File: src/rtl/packet_arbiter.sv
// Multi-input packet arbiter with a one-entry output register; round-robin by default,
// fixed lowest-index priority when PACKET_ARBITER_FIXED_PRIO_EN is defined.
module packet_arbiter #(
  parameter  int p_nbits   = 8,
  parameter  int p_ninputs = 4,
  localparam int S         = $clog2(p_ninputs),
  localparam int W         = p_nbits + S
) (
  input  logic                         clk,
  input  logic                         reset,
  input  logic [p_ninputs-1:0]         recv_val,
  output logic [p_ninputs-1:0]         recv_rdy,
  input  logic [p_ninputs*p_nbits-1:0] recv_msg,
  output logic                         send_val,
  input  logic                         send_rdy,
  output logic [W-1:0]                 send_msg
);

  logic                 r_send_val;
  logic [W-1:0]         r_send_msg;
  logic                 w_can, w_any, w_xfer;
  logic [S-1:0]         w_grant;
  logic [p_nbits-1:0]   w_payload;
  logic [p_ninputs-1:0] w_onehot;

`ifdef PACKET_ARBITER_FIXED_PRIO_EN
  always_comb begin
    w_grant = '0;
    for (int i = p_ninputs-1; i >= 0; i--)
      if (recv_val[i]) w_grant = S'(i);
  end
`else
  logic [S-1:0]         r_ptr;
  logic [p_ninputs-1:0] w_hi;

  // Prefer the lowest valid at or above ptr; otherwise wrap to the lowest valid overall.
  always_comb begin
    w_hi    = '0;
    w_grant = '0;
    for (int i = 0; i < p_ninputs; i++)
      w_hi[i] = recv_val[i] && (i >= int'(r_ptr));
    for (int i = p_ninputs-1; i >= 0; i--)
      if (recv_val[i]) w_grant = S'(i);
    if (|w_hi)
      for (int i = p_ninputs-1; i >= 0; i--)
        if (w_hi[i]) w_grant = S'(i);
  end

  // Explicit wrap keeps ptr legal when p_ninputs is not a power of two.
  always_ff @(posedge clk or negedge reset) begin
    if (!reset)      r_ptr <= '0;
    else if (w_xfer) r_ptr <= (w_grant == S'(p_ninputs-1)) ? '0 : w_grant + S'(1);
  end
`endif

  always_comb begin
    w_onehot  = '0;
    w_payload = '0;
    for (int i = 0; i < p_ninputs; i++) begin
      w_onehot[i] = (int'(w_grant) == i);
      if (int'(w_grant) == i) w_payload = recv_msg[i*p_nbits +: p_nbits];
    end
  end

  assign w_any    = |recv_val;
  assign w_can    = !r_send_val || send_rdy;
  assign w_xfer   = reset && w_can && w_any;
  assign recv_rdy = w_xfer ? w_onehot : '0;

  always_ff @(posedge clk or negedge reset) begin
    if (!reset) begin
      r_send_val <= 1'b0;
      r_send_msg <= '0;
    end else if (w_xfer) begin
      r_send_val <= 1'b1;
      r_send_msg <= {w_grant, w_payload};
    end else if (send_rdy) begin
      r_send_val <= 1'b0;
    end
  end

  assign send_val = r_send_val;
  assign send_msg = r_send_msg;

endmodule

File: config.mk
export PLATFORM = sky130hd
export DESIGN_NAME = packet_arbiter
export DESIGN_NICKNAME = d
export VERILOG_FILES = /design/src/rtl/packet_arbiter.sv
export SDC_FILE = /design/constraint.sdc
export NUM_CORES = 1
export LEC_CHECK = 0
export CAP_MARGIN = 20
export CORE_ASPECT_RATIO = 0.5
export CORE_UTILIZATION = 25
export DETAILED_ROUTE_END_ITERATION = 6
export PLACE_DENSITY = 0.6
export SYNTH_ARGS = -nofsm -noshare
export SYNTH_HDL_FRONTEND = slang
export SYNTH_SLANG_ARGS = --single-unit
File: constraint.sdc
create_clock -name clk -period 3.4 [get_ports clk]
set_input_delay 1.02 -clock clk [delete_from_list [all_inputs] [get_ports clk]]
set_output_delay 1.02 -clock clk [all_outputs]
set_load 0.02 [all_outputs]
==> reports/metrics.cfg <==
[run_status]
status = finished clean

[timing]
period_needed_ns = 3.35
setup-violations-final = 0
fin_crit_sh_pct = 98.5
hold_viol = 0
fin_worst_skew_ns = 0.00161
fin_ws_ns = 0.0519
rsz0062_at_grt = false
drv_slew = 0
max_freq_mhz = 299
tightest_slew_ns = 0.248
slew_headroom_pct = 83.5

[synthesis]
syn_avg_cell_area_sq_um = 8.78
syn_nets = 155
ys_warn_count = 0
ys_seq_area_share_pct = 33.1
synth_area_sq_um = 983
synthCells = 112
ys_types = 25
ys_ff_latch = 13

[worst_setup_path]
crit_required_ns = 2.38
start_kind = input port
crit_family = simple AND/OR/NAND/NOR gates
crit_chain = dlygate4sd2_1, or4_4, and3_4, and2_4, buf_4
worst_path_max_delay_cell = or4_4
crit_path_end_kind = output pin
max_stage_delay_ns = 0.55
crit_path_max_fanout = 5
cp_num_buf_inv = 2
worstPathArrival_ns = 2.33
crit_type = in2out

[cts]
cts.path.max_buffers = 2
cts_max_level = 1
cts.sinks = 13
cts_made_buffers = 3
post_cts_buffers = 0
cts_tree = built
clock_latency_ns = 0.25
clockRootBuffer = clkbuf_8
path_clk_slew_ns = 0.05

[floorplanning]
start_util_pct = 27.3
die_area_sq_um = 4200
io_pins = 54
dieWidth_um = 90.7
rows = 15
die_h_um = 46.4
fp.coreArea_sq_um = 3600

[layout]
layout_common_cells = clkdlybuf4s50_1, a31oi_1, dfrtp_1
final_common_cell = clkdlybuf4s50_1
antennaDiodeCount = 0
instances_no_fill = 220
nets = 213
area_growth_pct = 69.3
drive_gt1_share_pct = 21.3

[power]
ir_worst_vdd_mv = 0.187
power_per_cell_area_nw_per_um2 = 656
power_leakage_nw = 0.697

[global_routing]
grt_pass1_wl_um = 4810
overflow = 0
grt_pass1_vias = 1076
grt_antenna_before_repair = 0
grt_usage_pct = 15.0
grt_start_max_net_pins = 24

[place]
routabilityCongestion = 0.713
port_buffers = 53
post-place-ws_ns = -0.740
place_inst = 216
dp.final_hpwl_um = 2270

[route]
routed.top_layer = met4
drt-initial-drc-count = 49
wirelength_met1_um = 1280
drt-pass1-iter-count = 4
vias_per_cell = 4.83
met2_length_um = 1430
wl_um = 2840
drtAntennaViolNets = 0
wl_per_cell_um = 12.9
route.met3.wl_um = 95
drc_errors = 0
via_count = 1062

[job]
drv_cap = 0

[min_path]
hp-class = reg2reg

[per-layer routing]
metal | vias to the layer above | track usage, %
met2 | 18 | 27.0
met5 | - | 0
met1 | 514 | 17.7
li1 | 526 | -
met3 | 4 | 3.96
met4 | 0 | 6.45
[per-stage QoR]
stage                     total power [mW]  hold slack (ns)  utilization, %  setup TNS, ns  area (sq um)
final                                 1.09            0.522            46.2              0          1670
after global routing                  1.18            0.547            46.2              0          1670
after CTS                             1.11            0.526            46.3              0          1670
after detailed placement             0.959            0.510            44.9          -2.89          1620
after global placement               0.954            0.529            44.9          -2.73          1620
after floorplan                      0.700            0.544               -              0          1020
[worst paths after layout]
kind / to / cells after the start / startpoint / slack [ns]
max reg2reg: send_msg[1] / 8 / r_ptr[1] / 1.09
max: recv_rdy[2] / 5 / recv_val[2] / 0.05
min reg2reg: send_msg[8] / 1 / send_msg[8] / 0.52
min in group asynchronous: send_msg[5] / 2 / reset / 1.21
min: send_msg[8] / 1 / send_msg[8] / 0.52
max in group asynchronous: r_ptr[1] / 2 / reset / 1.99
[layout make-up]
type / instances / area [sq um]
inverters: 12 / 45.0
repair buffers: 64 / 597
flip-flops and latches: 13 / 325
fillers: 358 / 1940
multi-input cells: 76 / 589
well taps: 51 / 63.8
clock buffers: 4 / 45.0
[registers in the layout (all words and copies together), names as in the netlist]
register / cells
send_msg: 10
r_ptr: 2
send_val: 1
[worst reg2reg max path, stage by stage (launching register included)]
cell      delay, ns
dfrtp_1        0.44
mux2_2         0.36
o221a_2        0.28
buf_4          0.14
ha_2           0.18
buf_4          0.18
nand3b_1       0.17
a221o_1        0.31
a31oi_1        0.17
[cells in the mapped netlist]
| library cell | instances | area (sq um) |
|---|---|---|
| nand4b_1 | 1 | 8.76 |
| o221a_2 | 2 | 22.5 |
| a31oi_1 | 17 | 106 |
| nand3_1 | 1 | 5.00 |
| buf_6 | 2 | 22.5 |
| mux2_2 | 1 | 11.3 |
| buf_1 | 1 | 3.75 |
| buf_2 | 2 | 10.0 |
| and2_1 | 5 | 31.3 |
| a21boi_0 | 1 | 7.51 |
| and3_1 | 1 | 6.26 |
| dfrtp_1 | 13 | 325 |
| a221o_1 | 8 | 80.1 |
| nand2_1 | 11 | 41.3 |
| a31o_2 | 1 | 8.76 |
| nand2b_1 | 1 | 6.26 |
| mux2_4 | 3 | 45.0 |
| inv_1 | 12 | 45.0 |
| ha_1 | 4 | 50.1 |
| a21oi_1 | 8 | 40.0 |
| clkbuf_1 | 6 | 22.5 |
| nand3b_1 | 8 | 60.1 |
| o21a_1 | 1 | 7.51 |
| or4_1 | 1 | 7.51 |
| or3b_2 | 1 | 8.76 |
[power by group]
part,internal [mW],leakage [nW],switching [mW],total (mW)
combinational,0.367,0.524,0.313,0.681
clock,0.0829,0.0228,0.0557,0.139
sequential,0.224,0.150,0.0492,0.273
[what timing repair did]
item                       4_1_cts  5_1_grt
hold buffers                     0        0
pin swaps                        0        1
cloned                           0        0
gates resized for setup         36        3
setup endpoints to repair        4        4
[cell families after synthesis]
group	Yosys count	synth area share [%]
muxes	4	5.72
and+or+nand+nor	30	17.8
adders and majority gates	4	5.09
DFF	13	33.1
AOI/OAI and AO/OA	38	27.7
buffers and inverters	23	10.6
Power figures use the tool's default switching activity.
